**src/rtl/led_scan_pkg.sv**
```systemverilog
// Shared constants and types for the LED row scanner.
//   NUM_ROWS / ROW_W : display geometry (8 rows, 3-bit decoder code)
//   PWM_W            : width of the brightness PWM counter (dimming build)
//   scan_state_e     : scanner phase, BLANK between rows, SHOW while lit
//   timer_width()    : phase timer width for the given dwell/blank lengths
package led_scan_pkg;

    localparam int unsigned NUM_ROWS = 8;
    localparam int unsigned ROW_W    = 3;
    localparam int unsigned PWM_W    = 4;

    typedef enum logic {
        BLANK = 1'b0,
        SHOW  = 1'b1
    } scan_state_e;

    // Enough bits to hold max(a, b) - 1, never narrower than one bit.
    function automatic int unsigned timer_width(input int unsigned a, input int unsigned b);
        int unsigned m;
        m = (a > b) ? a : b;
        return (m > 1) ? $clog2(m) : 1;
    endfunction

endpackage

```
**src/rtl/scan_timer.sv**
```systemverilog
// Loadable down-counter shared by the BLANK and SHOW phases.
//   clk, reset : clock, synchronous active-high reset (count <= RST_VAL)
//   load       : load load_val this cycle (wins over counting)
//   load_val   : phase length minus one
//   tc_c       : terminal count, high in the last cycle of the phase
module scan_timer #(
    parameter int unsigned   W       = 2,
    parameter logic [W-1:0]  RST_VAL = '0
) (
    input  logic         clk,
    input  logic         reset,
    input  logic         load,
    input  logic [W-1:0] load_val,
    output logic         tc_c
);

    logic [W-1:0] count;

    // Count remaining cycles of the current phase down to zero.
    always_ff @(posedge clk) begin
        if (reset) begin
            count <= RST_VAL;
        end else if (load) begin
            count <= load_val;
        end else if (count != '0) begin
            count <= count - W'(1);
        end
    end

    assign tc_c = (count == '0);

endmodule

```
**src/rtl/led_row_scan_ctrl.sv**
```systemverilog
// Row scanner for the 8-row LED note display with a double-buffered frame
// store. Game logic writes the back buffer; buffers swap only at the frame
// boundary (end of row 7's lit phase), so a frame is never shown torn.
// Build option: define LED_SCAN_DIM_EN to add PWM dimming via 'bright'.
//   clk, reset  : clock, synchronous active-high reset
//   wr_en       : write wr_data into back-buffer row wr_row
//   swap_req    : level request, held until swap_ack
//   bright      : (LED_SCAN_DIM_EN only) 4-bit brightness, 15 = full
//   swap_ack    : one-cycle pulse when the buffers swap
//   row_sel     : row code to the 3-to-8 decoder
//   row_valid   : high while the row is lit
//   col_out     : column data, zero whenever row_valid is low
//   frame_done  : one-cycle pulse after row 7's lit phase
module led_row_scan_ctrl
    import led_scan_pkg::*;
#(
    parameter int unsigned COLS      = 16,
    parameter int unsigned DWELL_CYC = 2000,
    parameter int unsigned BLANK_CYC = 50
) (
    input  logic             clk,
    input  logic             reset,
    input  logic             wr_en,
    input  logic [ROW_W-1:0] wr_row,
    input  logic [COLS-1:0]  wr_data,
    input  logic             swap_req,
`ifdef LED_SCAN_DIM_EN
    input  logic [PWM_W-1:0] bright,
`endif
    output logic             swap_ack,
    output logic [ROW_W-1:0] row_sel,
    output logic             row_valid,
    output logic [COLS-1:0]  col_out,
    output logic             frame_done
);

    localparam int unsigned TIMER_W = timer_width(DWELL_CYC, BLANK_CYC);
    localparam logic [TIMER_W-1:0] DWELL_LOAD = TIMER_W'(DWELL_CYC - 1);
    localparam logic [TIMER_W-1:0] BLANK_LOAD = TIMER_W'(BLANK_CYC - 1);
    localparam logic [ROW_W-1:0]   LAST_ROW   = ROW_W'(NUM_ROWS - 1);

    scan_state_e      state;
    logic [ROW_W-1:0] cur_row;
    logic             bank;
    logic             swap_pend;
    logic [COLS-1:0]  buf0 [NUM_ROWS];
    logic [COLS-1:0]  buf1 [NUM_ROWS];

    logic               tc_c;
    logic [TIMER_W-1:0] load_val_c;
    logic [COLS-1:0]    front_c;
    logic               lit_c;

    // Reload at the end of each phase with the length of the phase that follows.
    assign load_val_c = (state == BLANK) ? DWELL_LOAD : BLANK_LOAD;

    // Timer resets to a full blank phase: zero cycles of blanking elapsed.
    scan_timer #(
        .W       (TIMER_W),
        .RST_VAL (BLANK_LOAD)
    ) u_timer (
        .clk      (clk),
        .reset    (reset),
        .load     (tc_c),
        .load_val (load_val_c),
        .tc_c     (tc_c)
    );

    // Front buffer row, read live every lit cycle.
    assign front_c = bank ? buf1[cur_row] : buf0[cur_row];

`ifdef LED_SCAN_DIM_EN
    logic [PWM_W-1:0] pwm;
    logic [PWM_W-1:0] bright_q;
    logic [PWM_W-1:0] bright_eff_c;

    // Free-running PWM phase; brightness latched once per row on entry to SHOW.
    always_ff @(posedge clk) begin
        if (reset) begin
            pwm      <= '0;
            bright_q <= '0;
        end else begin
            pwm <= pwm + PWM_W'(1);
            if (state == BLANK && tc_c) begin
                bright_q <= bright;
            end
        end
    end

    // On the BLANK->SHOW edge the fresh bright value applies immediately.
    assign bright_eff_c = (state == BLANK) ? bright : bright_q;
    assign lit_c        = (pwm < bright_eff_c) || (bright_eff_c == '1);
`else
    assign lit_c = 1'b1;
`endif

    // Scan FSM, frame store, swap handshake and registered outputs.
    always_ff @(posedge clk) begin
        if (reset) begin
            state      <= BLANK;
            cur_row    <= '0;
            bank       <= 1'b0;
            swap_pend  <= 1'b0;
            swap_ack   <= 1'b0;
            frame_done <= 1'b0;
            row_sel    <= '0;
            row_valid  <= 1'b0;
            col_out    <= '0;
            for (int r = 0; r < NUM_ROWS; r++) begin
                buf0[r] <= '0;
                buf1[r] <= '0;
            end
        end else begin
            swap_ack   <= 1'b0;
            frame_done <= 1'b0;

            if (swap_req) begin
                swap_pend <= 1'b1;
            end

            // Back buffer is selected by the pre-swap bank, even on the swap edge.
            if (wr_en) begin
                if (bank) begin
                    buf0[wr_row] <= wr_data;
                end else begin
                    buf1[wr_row] <= wr_data;
                end
            end

            unique case (state)
                BLANK: begin
                    row_sel <= cur_row;
                    if (tc_c) begin
                        state     <= SHOW;
                        row_valid <= lit_c;
                        col_out   <= lit_c ? front_c : '0;
                    end else begin
                        row_valid <= 1'b0;
                        col_out   <= '0;
                    end
                end
                SHOW: begin
                    if (tc_c) begin
                        state     <= BLANK;
                        cur_row   <= cur_row + ROW_W'(1);
                        row_sel   <= cur_row + ROW_W'(1);
                        row_valid <= 1'b0;
                        col_out   <= '0;
                        if (cur_row == LAST_ROW) begin
                            frame_done <= 1'b1;
                            if (swap_pend || swap_req) begin
                                bank      <= ~bank;
                                swap_ack  <= 1'b1;
                                swap_pend <= 1'b0;
                            end
                        end
                    end else begin
                        row_sel   <= cur_row;
                        row_valid <= lit_c;
                        col_out   <= lit_c ? front_c : '0;
                    end
                end
            endcase
        end
    end

endmodule

```
**config.mk**
```make
export PLATFORM = sky130hd
export DESIGN_NAME = led_row_scan_ctrl
export DESIGN_NICKNAME = d
export VERILOG_FILES = /design/src/rtl/led_scan_pkg.sv /design/src/rtl/scan_timer.sv /design/src/rtl/led_row_scan_ctrl.sv
export SDC_FILE = /design/constraint.sdc
export NUM_CORES = 1
export LEC_CHECK = 0
export CELL_PAD_IN_SITES_DETAIL_PLACEMENT = 1
export CELL_PAD_IN_SITES_GLOBAL_PLACEMENT = 1
export CORE_UTILIZATION = 48
export CTS_BUF_LIST = sky130_fd_sc_hd__clkbuf_8
export DETAILED_ROUTE_END_ITERATION = 16
export PLACE_DENSITY_LB_ADDON = 0.1
export SLEW_MARGIN = 20
export SYNTH_ARGS = -nofsm -noshare
export SYNTH_HDL_FRONTEND = slang
export SYNTH_SLANG_ARGS = --single-unit
export TNS_END_PERCENT = 50
```
**constraint.sdc**
```tcl
create_clock -name clk -period 4.5 [get_ports clk]
set_input_delay 0.45 -clock clk [delete_from_list [all_inputs] [get_ports clk]]
set_output_delay 0.45 -clock clk [all_outputs]
set_load 0.005 [all_outputs]
```
* Word-level counts from Yosys, hierarchy flattened
Memories as Yosys holds them, arrays and structs flattened. A register that Yosys moved wholly into a read port is not among the register bits.
Cells that the tools add are included.
W data, S select, Z words.
** Storage, ports and cells
- Bits in registers :: 38
- RAM bits :: 256
- Output and inout bits :: 22
- Memories kept :: 2
** Memory list
- buf0 :: depth 8, bits a word 16, read ports 1, clocked after Yosys merged registers in 1, write ports 8, RTL line led_row_scan_ctrl.sv:46 : logic [COLS-1:0] buf0 [NUM_ROWS];
- buf1 :: depth 8, bits a word 16, read ports 1, clocked after Yosys merged registers in 1, write ports 8, RTL line led_row_scan_ctrl.sv:47 : logic [COLS-1:0] buf1 [NUM_ROWS];
** Operators by class
- Add/sub/neg operators :: 2
- Equality and inequality tests :: 1
- Multiplexer cells :: 39
- Bitwise gates (word level) :: 4
- Reduce and logical (&&, ||, !) cells :: 9
** Operators with widths (number)
- $mux W16 :: 5
- $mux W11 :: 3
- $pmux W16 S2 :: 1
- $reduce_or A16 Y1 :: 2
- $mux W1 :: 21
- $mux W3 :: 7
- $logic_not A11 Y1 :: 1
- $reduce_bool A11 Y1 :: 1
- $sub A11 B1 Y11 const B :: 1
- $pmux W3 S2 :: 1
- $not A1 Y1 :: 4
- $reduce_and A4 Y1 :: 1
- $reduce_or A4 Y1 :: 1
- $add A3 B1 Y3 const B :: 1
- $eq A3 B3 Y1 const B :: 1
- $reduce_or A3 Y1 :: 1
- $pmux W1 S2 :: 1
- $reduce_bool A2 Y1 :: 1
- $logic_or A1 B1 Y1 :: 1

* Logic depth before layout (Yosys ltp)
- Depth after elaboration :: 6
- Depth in mapped cells :: 9
- Depth with buffers taken out :: 9

* By module
Synthesis repeated with hierarchy kept, for this count alone.
** Unflattened totals
- Cells, all modules :: 868
- Area total of the unflattened synthesis :: 13035.0 µm²
** Modules (own cells, without submodules)
- led_row_scan_ctrl :: instances 1, cells an instance 792, area each 12398.1 µm²
- scan_timer :: instances 1, cells an instance 76, area each 636.9 µm²

* Least setup slack after synthesis
Ideal clock, no wire load.
- Path kind :: input to register
- From :: input reset
- To :: memory buf0[2][0] (enable)
- Setup time :: 0.411 ns
- Arrival time :: 2.106 ns
- Data required time :: 4.089 ns
- Setup slack :: 1.982 ns
- Stages on the path :: 4
- Path buffers :: 1
- Path through :: inv_1 -> buf_4 -> nand4_1 -> o21ai_0
** RTL lines
- start, declared :: RTL line led_row_scan_ctrl.sv:22 : input logic reset,
- end, declared :: RTL line led_row_scan_ctrl.sv:46

==> run_summary.xml <==
<?xml version="1.0" encoding="UTF-8"?>
<metrics>
  <group name="sta">
    <metric name="setup_repair_after_global_routing_missed_its_margin" unit="">no</metric>
    <metric name="finalMaxSlewViolations" unit="">0</metric>
    <metric name="worst_slew_margin_rel" unit="">0.352</metric>
    <metric name="totalNegativeSetupSlack" unit="ns">0</metric>
    <metric name="final.setup_skew" unit="ns">0.0170</metric>
    <metric name="final_period_minus_worst_setup_slack" unit="ns">3.17</metric>
    <metric name="timing_hold_violations_final" unit="">0</metric>
    <metric name="period_share" unit="">0.705</metric>
    <metric name="timing_worst_slew_pin_value" unit="ns">0.972</metric>
    <metric name="clock.fmax" unit="MHz">315</metric>
    <metric name="timing.final.setup_violations" unit="">0</metric>
  </group>
  <group name="cts">
    <metric name="htreeDepth" unit="">2</metric>
    <metric name="cts_buffers" unit="">49</metric>
    <metric name="cts_hold_buffers" unit="">0</metric>
    <metric name="path_clk_slew" unit="ns">0.06</metric>
    <metric name="clock_sink_count" unit="">294</metric>
    <metric name="cts_tree" unit="">done</metric>
    <metric name="insertion_delay" unit="ns">0.57</metric>
    <metric name="cts-root-to-sink-buffers" unit="">3</metric>
    <metric name="clock-root-buffer" unit="">sky130_fd_sc_hd__clkbuf_8</metric>
    <metric name="post_cts_sizing" unit="">0</metric>
    <metric name="post_cts_buffers" unit="">0</metric>
  </group>
  <group name="place">
    <metric name="finalWeightedCongestion" unit="">0.774</metric>
    <metric name="detailed_place_hpwl" unit="mm">20.3</metric>
    <metric name="numPortBuffers" unit="">44</metric>
  </group>
  <group name="yosys">
    <metric name="post_synth_edffs" unit="">256</metric>
    <metric name="synth.avg_cell_area" unit="um2">15.3</metric>
    <metric name="asyncSetResetFlopFracSynth" unit="">0</metric>
    <metric name="netlist_instances" unit="">840</metric>
    <metric name="syn-cell-area" unit="mm2">0.0128</metric>
    <metric name="synth_sequential_area_ratio" unit="">0.659</metric>
    <metric name="postSynthNetCount" unit="">868</metric>
    <metric name="ff_latch_count_synth" unit="">294</metric>
    <metric name="synth_cell_types" unit="">46</metric>
    <metric name="synthFlopType" unit="">sky130_fd_sc_hd__edfxtp_1</metric>
    <metric name="ys_warn_count" unit="">0</metric>
  </group>
  <group name="power">
    <metric name="ir_drop" unit="mV">0.283</metric>
    <metric name="seq_power_share" unit="">0.557</metric>
    <metric name="power_density" unit="mW/mm2">380</metric>
    <metric name="p_leak" unit="uW">0.00527</metric>
    <metric name="power.share.clock" unit="">0.400</metric>
    <metric name="p_sw_frac" unit="">0.225</metric>
    <metric name="intPower" unit="uW">4290</metric>
    <metric name="switching_power" unit="uW">1250</metric>
    <metric name="total_power" unit="uW">5540</metric>
    <metric name="comb_power_share" unit="">0.043</metric>
  </group>
  <group name="status">
    <metric name="failed_checks" unit="">DRC</metric>
    <metric name="status" unit="">finished with violations</metric>
  </group>
  <group name="die">
    <metric name="design.core.area" unit="mm2">0.0261</metric>
    <metric name="die_y" unit="um">165</metric>
    <metric name="num_rows" unit="">59</metric>
    <metric name="fp.dieW" unit="um">165</metric>
    <metric name="floorplan.initialDensity" unit="">0.491</metric>
    <metric name="fp.dieArea" unit="mm2">0.0274</metric>
    <metric name="boundaryPins" unit="">45</metric>
  </group>
  <group name="critical_path">
    <metric name="required" unit="ns">4.72</metric>
    <metric name="crit_path_start" unit="">reset</metric>
    <metric name="endpoint_kind" unit="">register</metric>
    <metric name="r2r-start" unit="">row_sel[1]</metric>
    <metric name="critical_path.max_fanout" unit="">20</metric>
    <metric name="setup.worst_path.class" unit="">primary input to register</metric>
    <metric name="critPathLaunchType" unit="">primary input</metric>
    <metric name="cp_data_arrival_time" unit="ns">3.39</metric>
  </group>
  <group name="global_routing">
    <metric name="overflow" unit="">0</metric>
    <metric name="antenna_found_initial" unit="">1</metric>
    <metric name="grt_usage" unit="">0.247</metric>
    <metric name="grt_pass1_vias" unit="">7959</metric>
    <metric name="grt_max_degree" unit="">33</metric>
    <metric name="global_route_wire_length_before_repair" unit="mm">48.3</metric>
  </group>
  <group name="route">
    <metric name="antenna_violating_nets_post_route" unit="">0</metric>
    <metric name="post_drt_wl_per_cell" unit="um">25.0</metric>
    <metric name="detail_route.first_pass.iterations" unit="">11</metric>
    <metric name="vias_per_cell" unit="">5.71</metric>
    <metric name="via_count" unit="">7333</metric>
    <metric name="drt-initial-drc-count" unit="">544</metric>
    <metric name="detail_route.wirelength" unit="mm">32.1</metric>
    <metric name="drcViolationCount" unit="">4</metric>
  </group>
  <group name="final_layout">
    <metric name="mostFrequentLayoutCells" unit="">256 x sky130_fd_sc_hd__and2_1, 256 x sky130_fd_sc_hd__edfxtp_1, 64 x sky130_fd_sc_hd__mux4_2, 54 x sky130_fd_sc_hd__clkbuf_8, 44 x sky130_fd_sc_hd__clkdlybuf4s50_1</metric>
    <metric name="post_route_cells_drive_above_1_share" unit="">0.190</metric>
    <metric name="filler_cell_count" unit="">2555</metric>
    <metric name="total_inserted_antenna_cells" unit="">0</metric>
    <metric name="final_nets" unit="">936</metric>
    <metric name="area_growth_syn_to_layout" unit="%">13.8</metric>
  </group>
  <group name="hold_path">
    <metric name="timing.hold.worst.class" unit="">register to register</metric>
    <metric name="worstHoldStart" unit="">u_timer.count[0]</metric>
  </group>
  <group name="job">
    <metric name="max-cap-violations" unit="">0</metric>
  </group>
</metrics>
==> cell type report <==
class	count	area, um2	share of cell area
Tap cell	335	419	0.0287
Clock buffer	54	743	0.0510
Timing Repair Buffer	75	673	0.0461
Inverter	6	22.5	0.00154
Clock inverter	38	175	0.0120
Sequential cell	294	8450	0.579
Multi-Input combinational cell	482	4100	0.281
==> registers in the layout, summed over array words and instances, names as in the netlist <==
| signal | count |
|---|---|
| swap_ack | 1 |
| swap_pend | 1 |
| u_timer.count | 11 |
| cur_row | 3 |
| bank | 1 |
| row_sel | 3 |
| buf0 | 128 |
| col_out | 16 |
| buf1 | 128 |
| state | 1 |
| frame_done | 1 |
==> critical path, cell delays in order <==
cell,delay (ns)
sky130_fd_sc_hd__clkdlybuf4s50_1,0.67
sky130_fd_sc_hd__inv_1,0.62
sky130_fd_sc_hd__nand4_1,0.44
sky130_fd_sc_hd__nor3_2,0.71
sky130_fd_sc_hd__or2_2,0.49
==> power groups by stage <==
stage          logic (uW)  registers (uW)  clock network, uW
2_1_floorplan         129            3130                  0
3_3_place_gp          230            3140                  0
3_5_place_dp          239            3140                  0
4_1_cts               240            3090               2260
5_1_grt               254            3100               2380
6_report              237            3090               2210
==> metal layers <==
metal | GRT usage | up-vias | wire length (um)
met5 | 0 | - | 0
met4 | 0.0777 | 0 | 800
met3 | 0.0442 | 58 | 1540
met2 | 0.418 | 199 | 16100
met1 | 0.325 | 3812 | 13700
li1 | - | 3264 | -
==> synth_stat cells (2+ instances only) <==
master                     count  area, um2
sky130_fd_sc_hd__or2_2         5       31.3
sky130_fd_sc_hd__nand4b_1      2       17.5
sky130_fd_sc_hd__buf_1         5       18.8
sky130_fd_sc_hd__inv_1         5       18.8
sky130_fd_sc_hd__dfxtp_1      38        761
sky130_fd_sc_hd__nand4_1       4       25.0
sky130_fd_sc_hd__nand2b_1      5       31.3
sky130_fd_sc_hd__nand2_1       7       26.3
sky130_fd_sc_hd__nor2_1       20       75.1
sky130_fd_sc_hd__xnor2_1       4       35.0
sky130_fd_sc_hd__or3_1         2       12.5
sky130_fd_sc_hd__xor2_1        2       17.5
sky130_fd_sc_hd__nor2b_1       2       12.5
sky130_fd_sc_hd__nor3_2       13        130
sky130_fd_sc_hd__a311oi_1      2       17.5
sky130_fd_sc_hd__and2_1      256       1600
sky130_fd_sc_hd__edfxtp_1    256       7690
sky130_fd_sc_hd__clkbuf_1     39        146
sky130_fd_sc_hd__mux4_2       64       1440
sky130_fd_sc_hd__a21oi_1      11       55.1
sky130_fd_sc_hd__buf_2         7       35.0
sky130_fd_sc_hd__ha_1          5       62.6
sky130_fd_sc_hd__o22ai_1      30        188
sky130_fd_sc_hd__o21ai_0      16       80.1
sky130_fd_sc_hd__nor3_1       10       50.1
sky130_fd_sc_hd__buf_4         6       45.0
sky130_fd_sc_hd__nand3_1       5       25.0
==> worst paths after layout <==
kind	to	slack (ns)	cells after the start
setup / recovery	buf0[0][5]	1.33	5
hold / removal	u_timer.count[0]	0.47	1
setup reg to reg	col_out[15]	1.90	3
hold reg to reg	u_timer.count[0]	0.47	1
==> cell families after synthesis <==
kind of cell	after synthesis	synth area share
AND/OR/NAND/NOR	340	0.166
flip-flops	294	0.659
AO/OA/AOI/OAI	66	0.0316
multiplexers	65	0.113
buffers and inverters	64	0.0218
XOR/XNOR	6	0.00410
adder cells (fa/ha/maj)	5	0.00488
==> stage by stage <==
stage                     cells  utilization  hold slack, ns  setup WS [ns]  instance area, um2
after floorplan             840            -           0.393           1.98               12800
after global placement     1192        0.523           0.421          0.889               13700
after detailed placement   1192        0.523           0.441          0.729               13700
after CTS                  1284        0.558           0.455           1.29               14600
after global routing       1284        0.558           0.488           1.01               14600
final                      1284        0.558           0.470           1.33               14600
Power figures use the tool's default switching activity.
